`src/rtl/adder_pkg.sv`:
```
// Shared operation encoding and segment sizing helpers for the pipelined adder.
package adder_pkg;

  typedef enum logic {
    OP_ADD = 1'b0,
    OP_SUB = 1'b1
  } op_e;

  localparam int DEFAULT_WIDTH      = 8;
  localparam int DEFAULT_NUM_STAGES = 2;

  // Bits handled by one pipeline segment; falls back to WIDTH for an illegal stage count.
  function automatic int seg_width(input int width, input int num_stages);
    return (num_stages < 1) ? width : width / num_stages;
  endfunction

  function automatic bit stage_cfg_ok(input int width, input int num_stages);
    if (num_stages < 1) return 1'b0;
    return (width % num_stages) == 0;
  endfunction

endpackage

```
`src/rtl/adder_segment.sv`:
```
// Combinational SEG-bit ripple segment; also reports the carry into its top bit.
module adder_segment #(
  parameter int SEG = 4
) (
  input  logic [SEG-1:0] a,
  input  logic [SEG-1:0] b,
  input  logic           cin,
  output logic [SEG-1:0] sum,
  output logic           cout,
  output logic           c_msb
);

  logic [SEG:0] full;

  assign full  = {1'b0, a} + {1'b0, b} + {{SEG{1'b0}}, cin};
  assign sum   = full[SEG-1:0];
  assign cout  = full[SEG];
  // The top sum bit is a^b^carry_in, so the incoming carry falls out of an XOR.
  assign c_msb = a[SEG-1] ^ b[SEG-1] ^ sum[SEG-1];

endmodule

```
`src/rtl/pipelined_adder.sv`:
```
// WIDTH-bit add/sub with the carry chain cut into NUM_STAGES registered segments.
// Upper operand bits and op ride along in skew registers; finished low sum bits move forward.
module pipelined_adder
  import adder_pkg::*;
#(
  parameter int WIDTH      = DEFAULT_WIDTH,
  parameter int NUM_STAGES = DEFAULT_NUM_STAGES
) (
  input  logic             clk,
  input  logic             rst,
  input  logic             in_valid,
  output logic             in_ready,
  input  logic [WIDTH-1:0] a,
  input  logic [WIDTH-1:0] b,
  input  logic             cin,
  input  op_e              op,
  output logic             out_valid,
  input  logic             out_ready,
  output logic [WIDTH-1:0] sum,
  output logic             carry,
  output logic             overflow
);

  localparam int SEG  = seg_width(WIDTH, NUM_STAGES);
  localparam int LAST = (NUM_STAGES < 1) ? 0 : NUM_STAGES - 1;

  if (!stage_cfg_ok(WIDTH, NUM_STAGES)) begin : g_bad_cfg
    $error("pipelined_adder: WIDTH (%0d) must be a multiple of NUM_STAGES (%0d >= 1)",
           WIDTH, NUM_STAGES);
  end

  // Handshake: a beat enters when in_valid && in_ready and leaves when out_valid && out_ready.
  // The whole pipe moves on adv; it freezes only while a result waits on a busy consumer,
  // so in_ready is that same enable and no beat is dropped, duplicated or reordered.
  logic adv;

  assign adv      = !out_valid || out_ready;
  assign in_ready = adv;

  for (genvar k = 0; k < NUM_STAGES; k++) begin : g_stage
    localparam int DONE = (k + 1) * SEG;

    logic            in_v;
    logic            op_in;
    logic [SEG-1:0]  a_seg;
    logic [SEG-1:0]  b_raw;
    logic [SEG-1:0]  b_seg;
    logic            c_in;
    logic [SEG-1:0]  s_seg;
    logic            c_out;
    logic            c_msb;
    logic [DONE-1:0] sum_d;
    logic            valid_q;
    logic            carry_q;
    logic [DONE-1:0] sum_q;

    if (k == 0) begin : g_src
      assign in_v  = in_valid;
      assign op_in = (op == OP_SUB);
      assign a_seg = a[SEG-1:0];
      assign b_raw = b[SEG-1:0];
      assign c_in  = op_in ? 1'b1 : cin;
      assign sum_d = s_seg;
    end else begin : g_src
      assign in_v  = g_stage[k-1].valid_q;
      assign op_in = g_stage[k-1].g_skew.op_q;
      assign a_seg = g_stage[k-1].g_skew.a_rem[SEG-1:0];
      assign b_raw = g_stage[k-1].g_skew.b_rem[SEG-1:0];
      assign c_in  = g_stage[k-1].carry_q;
      assign sum_d = {s_seg, g_stage[k-1].sum_q};
    end

    assign b_seg = op_in ? ~b_raw : b_raw;

    adder_segment #(
      .SEG (SEG)
    ) u_seg (
      .a     (a_seg),
      .b     (b_seg),
      .cin   (c_in),
      .sum   (s_seg),
      .cout  (c_out),
      .c_msb (c_msb)
    );

    always_ff @(posedge clk) begin
      if (rst) begin
        valid_q <= 1'b0;
        carry_q <= 1'b0;
        sum_q   <= '0;
      end else if (adv) begin
        valid_q <= in_v;
        if (in_v) begin
          sum_q   <= sum_d;
          carry_q <= c_out;
        end
      end
    end

    // Operand bits not yet consumed, shifted down so the next segment always reads bit 0 up.
    if (k < NUM_STAGES - 1) begin : g_skew
      localparam int REM = WIDTH - DONE;

      logic [REM-1:0] a_nxt;
      logic [REM-1:0] b_nxt;
      logic [REM-1:0] a_rem;
      logic [REM-1:0] b_rem;
      logic           op_q;

      if (k == 0) begin : g_take
        assign a_nxt = a[WIDTH-1:SEG];
        assign b_nxt = b[WIDTH-1:SEG];
      end else begin : g_take
        localparam int PREV_REM = WIDTH - k * SEG;
        assign a_nxt = g_stage[k-1].g_skew.a_rem[PREV_REM-1:SEG];
        assign b_nxt = g_stage[k-1].g_skew.b_rem[PREV_REM-1:SEG];
      end

      always_ff @(posedge clk) begin
        if (rst) begin
          a_rem <= '0;
          b_rem <= '0;
          op_q  <= 1'b0;
        end else if (adv && in_v) begin
          a_rem <= a_nxt;
          b_rem <= b_nxt;
          op_q  <= op_in;
        end
      end
    end

    if (k == NUM_STAGES - 1) begin : g_last
      logic ovf_q;

      always_ff @(posedge clk) begin
        if (rst) begin
          ovf_q <= 1'b0;
        end else if (adv && in_v) begin
          ovf_q <= c_msb ^ c_out;
        end
      end
    end
  end

  assign out_valid = g_stage[LAST].valid_q;
  assign sum       = g_stage[LAST].sum_q;
  assign carry     = g_stage[LAST].carry_q;
  assign overflow  = g_stage[LAST].g_last.ovf_q;

  // A result presented to a stalled consumer must stay put until taken.
  property p_hold_under_stall;
    @(posedge clk) disable iff (rst)
      (out_valid && !out_ready) |=>
        (out_valid && $stable(sum) && $stable(carry) && $stable(overflow));
  endproperty
  a_hold_under_stall: assert property (p_hold_under_stall);

  property p_ready_is_enable;
    @(posedge clk) disable iff (rst) in_ready == (!out_valid || out_ready);
  endproperty
  a_ready_is_enable: assert property (p_ready_is_enable);

endmodule

```
`config.mk`:
```
export PLATFORM = sky130hd
export DESIGN_NAME = pipelined_adder
export DESIGN_NICKNAME = d
export VERILOG_FILES = /design/src/rtl/adder_pkg.sv /design/src/rtl/adder_segment.sv /design/src/rtl/pipelined_adder.sv
export SDC_FILE = /design/constraint.sdc
export NUM_CORES = 1
export LEC_CHECK = 0
export CAP_MARGIN = 0
export CORE_ASPECT_RATIO = 2
export CORE_UTILIZATION = 47
export DETAILED_ROUTE_END_ITERATION = 8
export GPL_TIMING_DRIVEN = 0
export HOLD_SLACK_MARGIN = 0.06
export PLACE_DENSITY = 0.83
export SKIP_CTS_REPAIR_TIMING = 1
export SYNTH_ARGS = -nofsm -noshare
export SYNTH_HDL_FRONTEND = slang
export SYNTH_SLANG_ARGS = --single-unit
export TNS_END_PERCENT = 1
```
`constraint.sdc`:
```
create_clock -name clk -period 3 [get_ports clk]
set_input_delay 0.6 -clock clk [delete_from_list [all_inputs] [get_ports clk]]
set_output_delay 0.6 -clock clk [all_outputs]
set_load 0.1 [all_outputs]
```
==> results.txt, run 1 <==
----------------------------------------------------
[Placed design]
  Placer Congestion ... just under 0.8
  Post-DP Area ... 1654 µm²
  Place WS ... about 41 ps
  Number of buffers added on ports ... 32
  Hpwl dp ... between 2000 and 2500 µm

[Pwr]
  Power dissipated by switching net loads ... about 0.00026 W
  Worst vdd rail ir drop ... between 0.0003 and 0.0004 V
  Sequential power share ... 47.2%
  Cell leakage power ... between 0.6 and 0.7 nW
  Combinational share of power ... 29.5%
  Clock share of power ... approximately a quarter
  Power density cells ... between 400 and 500 nW/µm²
  Sw Ratio ... a little under a third
  Total internal power ... between 0.0005 and 0.0006 W
  Total power draw ... about 0.00081 W

[Synthesis]
  Post-synth ARST share ... 0%
  Most instantiated flip-flop cell in the synthesis netlist ... dfxtp_1
  Synthesized netlist cell count ... around 150
  Post-synth EDFFs ... 0
  #FFs+latches synth ... 26
  Nets in the synthesized netlist ... 180
  Area share of the leading cell type in the synthesized netlist ... about 40%
  Synthesized area ... 1299 µm²
  Area leader, netlist ... dfxtp_1
  Number of distinct library cells after synthesis ... 24
  Synth top area cells ... dfxtp_1 40%, nand2_1 11%, a21oi_1 8.5%
  Most repeated cell in the gate-level netlist after synthesis ... nand2_1
  Mean post-synth cell area ... just under 9 µm²
  Ranking of synthesized cells by instance count ... 37 x nand2_1, 26 x dfxtp_1, 22 x a21oi_1
  Total of warnings raised by yosys ... 0
  Fraction of the yosys area taken by sequential cells ... between 40 and 50%

[Routing]
  Post-detailed-route DRC marker count ... 0
  Detailed Route WL ... 2544 µm
  Via density ... 5.271
  Number of antenna-violating nets in the routed design ... 0
  First-pass detailed-route iteration total ... 4
  Vias post-DR ... roughly 1,100
  Number of DRC markers after the initial detailed-route iteration ... 19
  Wirelength per Cell ... roughly 12 µm

[Layout]
  Antenna diode count ... 0
  Final layout net count ... between 200 and 250
  Design area ... approximately 1700 µm²
  Area growth, synth to finish ... 30.73%
  Share of post-route cells with drive strength above 1 ... approximately 7.1%

[Setup path]
  Arrival time worst endpoint ... 1980 ps
  Setup crit end kind ... primary output
  Required time at the worst-slack endpoint ... approximately 2400 ps
  Origin of the critical flop-to-flop path ... g_stage[0].g_skew.op_q
  Worst-case reg-to-reg path depth ... 8
  Critical Path Start Type ... input pin
  Critical path class ... in -> out
  Critical-path maximum fanout ... 7
  Critical R2R Capture ... overflow
  FF-to-FF setup slack ... between 700 and 800 ps

[Timing]
  Setup repair after global routing missed its margin ... no
  Sum Neg Setup Slack ... 0 ps
  Worst-case clock skew ... approximately 3.7 ps
  Number of setup violations in the final report ... 0
  Pins Over Slew Limit ... 0
  Slew at the pin closest to its max-slew limit ... between 900 and 1000 ps
  Min cycle time layout ... between 2000 and 3000 ps
  Portion of the clock cycle consumed by the worst path in the final layout ... between 80% and 90%
  Smallest setup slack after layout ... between 400 and 500 ps
  Maximum clock rate ... 0.3881 GHz
  Headroom to the max-slew limit ... 35.15%
  Count of final hold-check violations ... 0

[Floorplan]
  Die H ... between 70 and 80 µm
  Count of boundary I/O pins ... 34
  Die area ... 2990 µm²
  Row count ... 26
  Initial standard-cell utilization of the core ... between 50% and 60%
  Die X ... about 40 µm
  Core Region ... 2570 µm²

[Job]
  Number of max-cap violations ... 0

[Clocking]
  Maximum clock insertion buffer count ... 2
  Clock latency on the worst-skew pair ... roughly 260 ps
  Number of sinks driven by the clock tree ... 26
  H-tree Lvls ... 1
  Clock-pin slew on the worst setup and hold paths ... ~80 ps
  Number of buffers created by CTS ... 3
  Master cell of the clock root buffer ... clkbuf_8
  TritonCTS clock tree ... yes

[GRT]
  Global-route total usage across every layer ... between 10% and 20%
  First-pass GRT wire length ... about 4400 µm
  Initial antenna violation count ... 0
  Number of global-route vias before repair ... roughly 1,100
  Largest net degree at the start of global routing ... 14
  Sum of overflow across all layers after global routing ... 0

[Worst hold path]
  Startpoint of the tightest hold check path ... sum[6]
  Type of the tightest min-delay check ... reg -> reg
  Cell count of the worst hold path ... 2
  Worst-case hold path end point ... sum[6]

[Run status]
  Status ... complete, no violations

----------------------------------------------------
==> layer usage <==
layer / up-vias / GRT usage (%) / wire [µm]
met5: - / 0 / 0
met4: 0 / 9.310 / 76
met3: 8 / 2.624 / 65
met2: 33 / 35.50 / 1495
met1: 510 / 20.57 / 906
li1: 556 / - / -
==> state kept, by name, summed over array words and instances (netlist names) <==
name and count:
sum 8, g_stage.g_skew.a_rem 4, g_stage.g_skew.b_rem 4, g_stage.sum_q 4, carry 1, g_stage.carry_q 1, g_stage.g_skew.op_q 1, g_stage.valid_q 1
out_valid 1, overflow 1
==> cell families after synthesis <==
group           count (synthesis)  synth area share (%)
buf+inv                        13                 5.201
flops                          26                 40.08
compound gates                 31                 13.68
simple gates                   54                 20.04
fa+ha+maj                      11                 12.91
xor+xnor                       12                 8.092
==> power groups by stage <==
stage | clock, W | combinational, W | sequential [W]
after global placement | 0 | 0.000231 | 0.000389
after global routing | 0.000204 | 0.000260 | 0.000385
after CTS | 0.000192 | 0.000240 | 0.000381
after detailed placement | 0 | 0.000240 | 0.000389
final | 0.000189 | 0.000238 | 0.000381
after floorplan | 0 | 0.000111 | 0.000445
==> cells in the final DEF, fill, tap and decap left out, drive strengths merged <==
cell type      synthesis  routed
nand2                 38      38
clkdlybuf4s50          0      31
dfxtp                 26      26
a21oi                 22      22
clkbuf                 5       8
xor2                   7       7
ha                     7       7
a211oi                 6       6
inv                    5       5
xnor2                  5       5
nor2                   4       4
nand3b                 4       4
fa                     4       4
buf                    3       3
or2                    2       2
and2                   2       2
a21o                   2       2
nand2b                 1       1
or4                    1       1
nand4b                 1       1
nand3                  1       1
o31ai                  1       1
dlymetal6s2s           0       1
==> how the worst max path moves through the flow <==
stage / slack, ps / depth (start not counted) / to / from
floorplan: 550 / 7 / g_stage[0].carry_q / op
global placement: 40 / 3 / in_ready / out_ready
detailed placement: 40 / 3 / in_ready / out_ready
CTS: 30 / 3 / in_ready / out_ready
global route: 390 / 3 / in_ready / out_ready
finish: 420 / 3 / in_ready / out_ready
==> cell type report <==
type | instances | area, µm²
Sequential cell | 26 | 520.5
Tap cell | 28 | 35.03
Clock buffer | 3 | 41.29
Multi-Input combinational cell | 108 | 710.7
Buffer | 8 | 48.80
Fill cell | 215 | 872.1
Inverter | 5 | 18.77
Timing Repair Buffer | 32 | 322.8
==> worst max-delay path: stages <==
cell             delay [ps]
clkdlybuf4s50_1         460
nand2b_4                160
dlymetal6s2s_1          750
==> stage by stage <==
| stage | cells | hold slack [ps] | util (%) |
|---|---|---|---|
| after floorplan | 147 | 432.0 | - |
| after global placement | 207 | 441.1 | 64.36 |
| after detailed placement | 207 | 446.5 | 64.36 |
| after CTS | 210 | 458.4 | 65.97 |
| after global routing | 210 | 487.7 | 66.07 |
| final | 210 | 457.7 | 66.07 |
No activity file was read; power rests on OpenSTA's default activity.
==> run 2: changes to the inputs <==
CORE_ASPECT_RATIO = not set   (was 2)
clock period = 2.57 ns   (was 3 ns; I/O delays follow)
==> results.txt, run 2 (same netlist as run 1, synthesis figures left out) <==
----------------------------------------------------
[Floorplan]
  Core Region ... 2545 µm² (-0.97%)
  Initial standard-cell utilization of the core ... 51.03% (+0.50 points)
  Die H ... 54.57 µm (-29%)
  Row count ... 18 (-31%)
  Die area ... 2977 µm² (-0.43%)
  Count of boundary I/O pins ... 34 (unchanged)
  Die X ... 54.57 µm (+39%)

[Routing]
  Detailed Route WL ... 2581 µm (+1.5%)
  Vias post-DR ... 1,079 (-2.5%)
  First-pass detailed-route iteration total ... 4 (unchanged)
  Number of antenna-violating nets in the routed design ... 0 (unchanged)
  Number of DRC markers after the initial detailed-route iteration ... 6 (-13)
  Post-detailed-route DRC marker count ... 0 (unchanged)
  Wirelength per Cell ... 12.12 µm (about the same)
  Via density ... 5.066 (-3.9%)

[Layout]
  Commonest cells after routing, fill and taps aside ... 37 x nand2_1, 31 x clkdlybuf4s50_1, 26 x dfxtp_1, 22 x a21oi_1
  Area growth, synth to finish ... 30.54%
  Final layout net count ... 217 (unchanged)
  Antenna diode count ... 0 (unchanged)
  Design area ... 1695 µm² (-0.15%)
  Commonest non-fill, non-tap cell in the layout ... nand2_1
  Largest register FFs ... 8 (unchanged)
  Share of post-route cells with drive strength above 1 ... 7.650% (+0.51 points)
  Finished Core Util ... 66.62% (+0.55 points)
  Number of inserted filler cells in the final layout ... 212 (-1.4%)

[Timing]
  Pins Over Slew Limit ... 0 (unchanged)
  Count of final hold-check violations ... 0 (unchanged)
  Hold slack ... 467.3 ps (+9.555 ps)
  Headroom to the max-slew limit ... 34.62% (-0.52 points)
  Min cycle time layout ... between 2000 and 2500 ps
  Smallest setup slack after layout ... 151.8 ps (-271.6 ps)
  Portion of the clock cycle consumed by the worst path in the final layout ... 94.10%
  Worst-case clock skew ... 10.15 ps (+6.443 ps)
  Setup repair after global routing missed its margin ... no
  Number of setup violations in the final report ... 0 (unchanged)
  Slew at the pin closest to its max-slew limit ... 977.6 ps (+7.847 ps)
  Maximum clock rate ... around 0.41 GHz

[Setup path]
  Worst-case reg-to-reg path depth ... 8 (unchanged)
  FF-to-FF setup slack ... 350 ps (-370 ps)
  Required time at the worst-slack endpoint ... 2060 ps (-340 ps)
  Slowest stage cell, crit path ... dlymetal6s2s_1
  Crit-path max cell delay ... 760 ps (about the same)
  Termination of the worst setup path ... in_ready
  Origin of the critical flop-to-flop path ... g_stage[0].g_skew.op_q
  Arrival time worst endpoint ... 1900 ps (-80 ps)
  Cell chain of the critical path ... clkdlybuf4s50_1 -> nand2b_4 -> dlymetal6s2s_1
  CP Launch Point ... out_ready
  Critical R2R Capture ... overflow
  Critical-path maximum fanout ... 7 (unchanged)
  Setup crit end kind ... primary output
  Critical Path Start Type ... input pin
  Critical path class ... in -> out

[GRT]
  First-pass GRT wire length ... 4229 µm (-3.3%)
  Global-route total usage across every layer ... 19.78% (-0.032 points)
  Sum of overflow across all layers after global routing ... 0 (unchanged)
  Initial antenna violation count ... 0 (unchanged)
  Largest net degree at the start of global routing ... 15 (+1)
  Number of global-route vias before repair ... 1,046 (-4.1%)

[Clocking]
  H-tree Lvls ... 1 (unchanged)
  Master cell of the clock root buffer ... clkbuf_4
  Clock latency on the worst-skew pair ... 340 ps (+80 ps)
  Clock-pin slew on the worst setup and hold paths ... 150 ps (+70 ps)
  Number of buffers created by CTS ... 3 (unchanged)
  Maximum clock insertion buffer count ... 2 (unchanged)
  TritonCTS clock tree ... yes
  Number of sinks driven by the clock tree ... 26 (unchanged)

[Placed design]
  Placer Congestion ... 0.8694 (+9.4%)
  Number of buffers added on ports ... 32 (unchanged)
  Post-DP Area ... 1657 µm² (+0.15%)
  Hpwl dp ... 2054 µm (-6.2%)
  Place WS ... -242.6 ps (-283.1 ps)

[Pwr]
  Cell leakage power ... 0.6745 nW (about the same)
  Power density cells ... 551.7 nW/µm² (+16%)
  Total power draw ... 0.0009353 W (+16%)
  Worst vdd rail ir drop ... 0.0003923 V (+27%)

[Worst hold path]
  Type of the tightest min-delay check ... reg -> reg

[Run status]
  Status ... complete, no violations

[Job]
  Number of max-cap violations ... 0 (unchanged)

----------------------------------------------------
run 2: report_power, final:
| part | internal, W | switching [W] |
|---|---|---|
| combinational | 0.000111 | 0.000165 |
| sequential | 0.000431 | 0.0000157 |
| clock | 0.0000869 | 0.000126 |
run 2: per-layer routing:
metal	routed length, µm	GRT usage (%)	vias to the layer above
li1	-	-	555
met1	1118	22.20	492
met2	1351	37.20	30
met3	78	2.778	2
met4	34	7.265	0
met5	0	0	-
run 2: stage by stage:
step                TNS (ps)  std cells
CTS                   -240.4        213
global placement      -294.9        209
finish                     0        213
floorplan                  0        147
global route               0        213
detailed placement    -343.2        209
run 2: worst max-delay path: cells and delay by family:
family / cells / cell delay (ps)
buf+inv: 2 / 1220
simple gates: 1 / 170
run 2: how the worst min path moves through the flow:
stage	endpoint	depth (start not counted)	start	slack [ps]
6_report	carry	2	carry	470
5_1_grt	sum[0]	2	g_stage[0].sum_q[0]	490
4_1_cts	sum[0]	2	sum[0]	470
3_5_place_dp	sum[0]	2	sum[0]	450
3_3_place_gp	sum[0]	2	sum[0]	440
2_1_floorplan	sum[3]	2	g_stage[0].sum_q[3]	430
run 2: cell type report:
class	count	area, µm²	area share [%]
repair buffers	32	322.8	19.04
flip-flops and latches	26	520.5	30.70
well taps	30	37.54	2.214
clock buffers	4	36.28	2.140
multi-input cells	108	710.7	41.92
inverters	5	18.77	1.107
plain buffers	8	48.80	2.878
